## config.mk

```make
export PLATFORM = sky130hd
export DESIGN_NAME = enoc_switch_allocator
export DESIGN_NICKNAME = d
export VERILOG_FILES = /design/src/rtl/enoc_switch_allocator.sv
export SDC_FILE = /design/constraint.sdc
export NUM_CORES = 1
export LEC_CHECK = 0
export ABC_AREA = 1
export BUFFER_PORTS_ARGS = -buffer_cell sky130_fd_sc_hd__buf_2
export CAP_MARGIN = 5
export CORE_UTILIZATION = 33
export DETAILED_ROUTE_END_ITERATION = 7
export SLEW_MARGIN = 20
export SYNTH_ARGS = -nofsm -noshare
export SYNTH_HDL_FRONTEND = slang
export SYNTH_SLANG_ARGS = --single-unit
```

## constraint.sdc

```tcl
create_clock -name clk -period 6.15 [get_ports clk]
set_input_delay 1.23 -clock clk [delete_from_list [all_inputs] [get_ports clk]]
set_output_delay 1.23 -clock clk [all_outputs]
set_load 0.01 [all_outputs]
```

## src/rtl/enoc_switch_allocator.sv

```systemverilog
// Per-output round-robin switch allocator with zero-cycle grants; i_output_en low stalls an output without state change.
// ENOC_WORMHOLE_LOCK_EN: hold an output for its owner from a non-tail grant until the owner's tail flit passes.
module enoc_switch_allocator #(
   parameter int PORTS = 7
) (
   input  logic                        clk,
   input  logic                        reset,
   input  logic [PORTS-1:0][PORTS-1:0] i_output_req,
   input  logic [PORTS-1:0]            i_tail,
   input  logic [PORTS-1:0]            i_output_en,
   output logic [PORTS-1:0][PORTS-1:0] o_output_grant,
   output logic [PORTS-1:0]            o_input_grant
);
   localparam int PW = (PORTS > 1) ? $clog2(PORTS) : 1;

   logic [PORTS-1:0][PW-1:0]    ptr_q, ptr_d;
   logic [PORTS-1:0][PORTS-1:0] req_by_out;
   logic [PORTS-1:0][PORTS-1:0] grant;
`ifdef ENOC_WORMHOLE_LOCK_EN
   logic [PORTS-1:0]            lock_q, lock_d;
   logic [PORTS-1:0][PW-1:0]    owner_q, owner_d;
`else
   logic                        unused_tail;
   assign unused_tail = ^i_tail;
`endif

   always_comb begin
      req_by_out = '0;
      for (int i = 0; i < PORTS; i++)
         for (int o = 0; o < PORTS; o++)
            req_by_out[o][i] = i_output_req[i][o];
   end

   always_comb begin
      int          idx;
      logic [PW-1:0] win;
      logic        found;
      grant = '0;
      ptr_d = ptr_q;
`ifdef ENOC_WORMHOLE_LOCK_EN
      lock_d  = lock_q;
      owner_d = owner_q;
`endif
      idx   = 0;
      win   = '0;
      found = 1'b0;
      for (int o = 0; o < PORTS; o++) begin
         found = 1'b0;
         win   = '0;
         if (!reset && i_output_en[o]) begin
`ifdef ENOC_WORMHOLE_LOCK_EN
            // A locked output serves only its owner; an idle owner leaves a bubble.
            if (lock_q[o]) begin
               if (req_by_out[o][owner_q[o]]) begin
                  grant[o][owner_q[o]] = 1'b1;
                  if (i_tail[owner_q[o]])
                     lock_d[o] = 1'b0;
               end
            end else begin
`else
            begin
`endif
               for (int k = 0; k < PORTS; k++) begin
                  idx = int'(ptr_q[o]) + k;
                  if (idx >= PORTS)
                     idx = idx - PORTS;
                  if (!found && req_by_out[o][PW'(idx)]) begin
                     found = 1'b1;
                     win   = PW'(idx);
                  end
               end
               if (found) begin
                  grant[o][win] = 1'b1;
                  ptr_d[o] = (win == PW'(PORTS - 1)) ? '0 : win + 1'b1;
`ifdef ENOC_WORMHOLE_LOCK_EN
                  if (!i_tail[win]) begin
                     lock_d[o]  = 1'b1;
                     owner_d[o] = win;
                  end
`endif
               end
            end
         end
      end
   end

   assign o_output_grant = grant;

   always_comb begin
      o_input_grant = '0;
      for (int o = 0; o < PORTS; o++)
         o_input_grant = o_input_grant | grant[o];
   end

   always_ff @(posedge clk or posedge reset) begin
      if (reset) begin
         ptr_q   <= '0;
`ifdef ENOC_WORMHOLE_LOCK_EN
         lock_q  <= '0;
         owner_q <= '0;
`endif
      end else begin
         ptr_q   <= ptr_d;
`ifdef ENOC_WORMHOLE_LOCK_EN
         lock_q  <= lock_d;
         owner_q <= owner_d;
`endif
      end
   end
endmodule

```

==> results.txt, run 1 <==
max-slew violations: 0
CTS tree: built
CP Class: flip-flop to output pin
Initial DRC Count: 1371
Min Clock Period, post-route: 5.660 ns
CTS clk-pin slew, worst paths: 0.07 ns
post-CTS setup buffer count: 0
share of layout cells above drive strength 1: 10.88%
CORE AREA: 33620 um^2
Min-Delay Path Class: flip-flop to flip-flop
crit path launch type: flip-flop
CP endpoint kind: output pin
flops & latches, synth: 21
Final period util: 92.04%
cts repair resizes: 0
leading area contributor after synthesis: nand2_1
RSZ-0062 raised after global routing: false
Routed Antenna Nets: 0
syn_nets: 2385
H-tree Lvls: 1
Post-synth EDFFs: 0
Clock Skews: 0.004306 ns
Yosys top cell area share: 25.92%
GRT Resource Usage Total: 21.43%
GR Overflow Total: 0
HPWL Detailed: 32.50 mm
ANT cells: 0
area grow syn2layout: 9.792%
Vias/cell: 5.222
vias in the first global route: 12850
post-synth cell types: 50
Buffers on Ports: 113
Worst-Margin Slew: 0.6989 ns
hold slack: 0.6932 ns
Post-synth ARST share: 100.0%
nets: 2492
Worst Path Max Fanout: 10
commonest non-fill, non-tap cell in the layout: nand2_1
RePlAce Congestion: 0.9157
total die area: 35010 um^2
Rows: 67
Setup TNS Final: 0 ns
first-pass GRT wire length: 62.60 mm
FMAX: 176.7 MHz
Die Wd: 187.1 um
largest net degree at the start of global routing: 20
clk sinks: 21
Worst slew margin: 53.40%
mean area per synthesized cell: 5.073 um^2
status: complete, no violations
Mapped Area: 11310 um^2
largest registers: ptr_q: 21 flops
Total Wirelength: 39.27 mm
Top reg by flops: ptr_q
routed length per placed instance: 14.11 um
synth top area cells: nand2_1, nand3_1, inv_1
max reg flops: 21
Seq/Total Area, Yosys: 4.647%
vias post-DR: 14530
Primary FF master, synth: dfrtp_1
DR pass1 iterations: 6
IO Pins: 121
arrival time worst endpoint: 4.43 ns
Initial Util: 33.64%
clk_lat worst skew: 0.27 ns
Max-Cap Viols: 0
final setup fails: 0
synthesized instance count: 2229
CTS root buf: clkbuf_16
most frequent cells in the layout: nand2_1, nand3_1, inv_1, nor2_1, buf_2
hold_buf cts: 0
DRC viols: 0
Max Root-Sink Buffers: 2
Ys Warns: 0
initial antenna violation count: 0
WP data required: 4.92 ns
Hold Violations, Final: 0
Die Y: 187.1 um
CTS Buf Count: 3
stage by stage:
| step | instance area [um^2] | instances | worst slack [ns] | utilization [%] |
|---|---|---|---|---|
| floorplan | 11310 | 2229 | 1.835 | - |
| global placement | 12340 | 2779 | 0.9371 | 36.70 |
| detailed placement | 12340 | 2779 | 0.9117 | 36.70 |
| CTS | 12420 | 2783 | 0.6043 | 36.93 |
| global route | 12420 | 2783 | 0.1582 | 36.93 |
| finish | 12420 | 2783 | 0.4897 | 36.93 |
critical path, cell delays in order (launching register included):
cell	delay [ns]
dfrtp_1	0.48
inv_1	0.33
ha_1	0.24
inv_1	0.06
fa_1	0.47
o21ai_0	0.48
o21ai_1	0.13
nand3_1	0.14
nand2_1	0.11
nand4_1	0.13
nor2_1	0.05
nor2_1	0.18
nand2_1	0.10
nor2_1	0.15
nand2_1	0.08
nor2_1	0.14
nor2_1	0.10
nand2_1	0.20
nand2_1	0.08
nor2_1	0.27
nand2_1	0.09
buf_2	0.15
area by class of cell:
class / instances / area, um^2
Tap cell: 448 / 560.5
Inverter: 365 / 1378
Fill cell: 3768 / 21200
Timing Repair Buffer: 117 / 595.6
Clock buffer: 3 / 75.07
Sequential cell: 21 / 525.5
Clock inverter: 1 / 5.005
Multi-Input combinational cell: 1828 / 9276
logic make-up after synthesis:
| logic type | Yosys count | synth area share, % |
|---|---|---|
| adders and majority gates | 91 | 10.53 |
| DFF | 21 | 4.647 |
| xor gates and xnor gates | 6 | 0.5975 |
| buffers and inverters | 380 | 13.32 |
| AOI/OAI and AO/OA | 243 | 12.49 |
| and+or+nand+nor | 1488 | 58.41 |
metal layers:
| metal | GRT usage (%) | part of all wire [%] |
|---|---|---|
| met2 | 35.37 | 44 |
| met4 | 6.337 | 2.7 |
| met5 | 0 | 0 |
| met1 | 29.51 | 46 |
| met3 | 1.801 | 7.0 |
Yosys cell counts, types with 4 or more instances:
| cell | number |
|---|---|
| ha_1 | 84 |
| a31oi_1 | 4 |
| o211ai_1 | 40 |
| o21ai_0 | 111 |
| nand3_1 | 407 |
| nor3_1 | 7 |
| nor2_1 | 169 |
| nand3b_1 | 11 |
| nand4_1 | 33 |
| nor2_4 | 9 |
| a21oi_2 | 5 |
| dfrtp_1 | 21 |
| o21ai_2 | 8 |
| inv_1 | 327 |
| buf_4 | 7 |
| o21ai_1 | 34 |
| fa_1 | 7 |
| a21oi_1 | 29 |
| buf_6 | 6 |
| nand2_1 | 781 |
| nor2_2 | 13 |
| nand3_2 | 15 |
| nand2_2 | 31 |
| inv_2 | 34 |
final timing paths:
path                                 from                to  slack (ns)  depth (start not counted)
worst max register to register  ptr_q[13]         ptr_q[13]        2.33                         19
worst max-delay path             ptr_q[4]  o_input_grant[1]        0.49                         21
worst min register to register  ptr_q[17]         ptr_q[17]        0.69                          2
worst min-delay path            ptr_q[17]         ptr_q[17]        0.69                          2
max in group asynchronous           reset         ptr_q[14]        4.84                          3
min in group asynchronous           reset          ptr_q[1]        0.87                          2
Power of run 1 is not shown: default switching activity piles up to over one toggle a cycle in this logic, so the estimate is an artifact.
==> run 2, diff against run 1 <==
--- a/config.mk
+++ b/config.mk
@@ -10,6 +10,7 @@
 export CAP_MARGIN = 5
 export CORE_UTILIZATION = 33
 export DETAILED_ROUTE_END_ITERATION = 7
+export REMOVE_ABC_BUFFERS = 1
 export SLEW_MARGIN = 20
 export SYNTH_ARGS = -nofsm -noshare
 export SYNTH_HDL_FRONTEND = slang
==> run 2 against run 1 <==
Register-to-register slack worse by 0.08 ns. Via count is 0.94% lower. First-iteration DRC count is 6.9% lower. Global-route usage hardly changed. Critical path type unchanged. Worst setup slack better by 0.075 ns. Cell count hardly changed. Final area hardly changed.
==> results.txt, run 2 (synthesis gave the netlist of run 1 again) <==
RePlAce Congestion: 0.9464
most frequent cells in the layout: nand2_1, nand3_1, inv_1, nor2_1, buf_2
Setup TNS Final: 0 ns
vias post-DR: 14400
largest net degree at the start of global routing: 20
HPWL Detailed: 32.43 mm
share of layout cells above drive strength 1: 10.92%
Min Clock Period, post-route: 5.585 ns
largest registers: ptr_q: 21 flops
max reg flops: 21
Worst-Margin Slew: 0.6797 ns
Max Root-Sink Buffers: 2
status: complete, no violations
Die Y: 187.1 um
area grow syn2layout: 9.881%
Min-Delay Path Class: flip-flop to flip-flop
initial antenna violation count: 0
cts repair resizes: 0
hold_buf cts: 0
GRT Resource Usage Total: 21.43%
Reg2Reg Depth: 17
Die Wd: 187.1 um
WP data required: 4.92 ns
Clock Skews: 0.006959 ns
RSZ-0062 raised after global routing: false
IO Pins: 121
post-CTS setup buffer count: 0
DRC viols: 0
Initial Util: 33.64%
ANT cells: 0
clk sinks: 21
Rows: 67
Hold Violations, Final: 0
utilization after layout: 36.96%
CTS Buf Count: 3
arrival time worst endpoint: 4.36 ns
CP endpoint kind: output pin
max-slew violations: 0
Vias/cell: 5.171
Multi-input gate area: 9276 um^2
Hold Crit Depth: 2
storage element area: 525.5 um^2
nets: 2493
CTS root buf: clkbuf_16
total die area: 35010 um^2
clk_lat worst skew: 0.26 ns
final setup fails: 0
GR Overflow Total: 0
FMAX: 179.0 MHz
Top reg by flops: ptr_q
Final period util: 90.82%
Worst Path Max Fanout: 19
CP Class: flip-flop to output pin
CTS clk-pin slew, worst paths: 0.07 ns
crit-path max cell delay: 0.78 ns
first-pass GRT wire length: 62.71 mm
H-tree Lvls: 1
Max-Cap Viols: 0
CP Depth: 21
Total Wirelength: 38.74 mm
Routed Antenna Nets: 0
fill count: 3748
vias in the first global route: 12740
routed length per placed instance: 13.92 um
crit path launch type: flip-flop
cells along the critical path: ha_1 -> inv_1 -> fa_1 -> o21ai_0 -> inv_1 -> nand3_1 -> nand2_1 -> nand2_1 -> nand2_1 -> nand3_1 -> nor2_1 -> nor2_1 -> nand2_1 -> nor2_1 -> nand2_1 -> nor2_1 -> nand2_1 -> nor2_1 -> nor2_1 -> nand3_1 -> buf_2
Buffers on Ports: 113
slowest CP cell: dfrtp_1
Initial DRC Count: 1277
Worst slew margin: 54.69%
DR pass1 iterations: 7
CP delay by family, top: simple AND/OR/NAND/NOR gates
Bufs and invs on worst path: 3
CTS tree: built
commonest non-fill, non-tap cell in the layout: nand2_1
CORE AREA: 33620 um^2
==> run 2: metal layers <==
metal	up-vias	GRT usage [%]	share of wire (%)
met1	6445	28.84	46
met3	62	1.820	6.4
li1	7426	-	-
met2	463	36.32	45
met5	-	0	0
met4	0	6.021	2.7
==> run 2: worst paths after layout <==
| check | start | to | slack [ns] |
|---|---|---|---|
| max in group asynchronous | reset | ptr_q[17] | 4.71 |
| worst max register to register | ptr_q[10] | ptr_q[10] | 2.25 |
| worst min register to register | ptr_q[5] | ptr_q[5] | 0.69 |
| worst max-delay path | ptr_q[0] | o_input_grant[0] | 0.56 |
| worst min-delay path | ptr_q[5] | ptr_q[5] | 0.69 |
| min in group asynchronous | reset | ptr_q[8] | 0.94 |
==> run 2: final cells by class <==
class                   instances  area share [%]
clock buffers                   3          0.6042
flip-flops and latches         21           4.229
repair buffers                118           4.853
clock inverters                 1         0.06042
well taps                     448           4.511
inverters                     365           11.09
multi-input cells            1828           74.65
==> run 2: through the flow <==
step	hold slack, ns	area [um^2]	instances	setup WS, ns
detailed placement	0.6738	12340	2780	0.9313
finish	0.6888	12430	2784	0.5647
global placement	0.6545	12340	2780	0.9817
CTS	0.6924	12430	2784	0.6291
floorplan	0.5946	11180	2214	1.779
global route	0.7324	12430	2784	0.1316
==> run 2: worst min-delay path, cell delays in order (launching register included) <==
cell	delay [ns]
dfrtp_1	0.50
o21ai_1	0.12
inv_1	0.04
Power of run 2 is left out for the same reason.
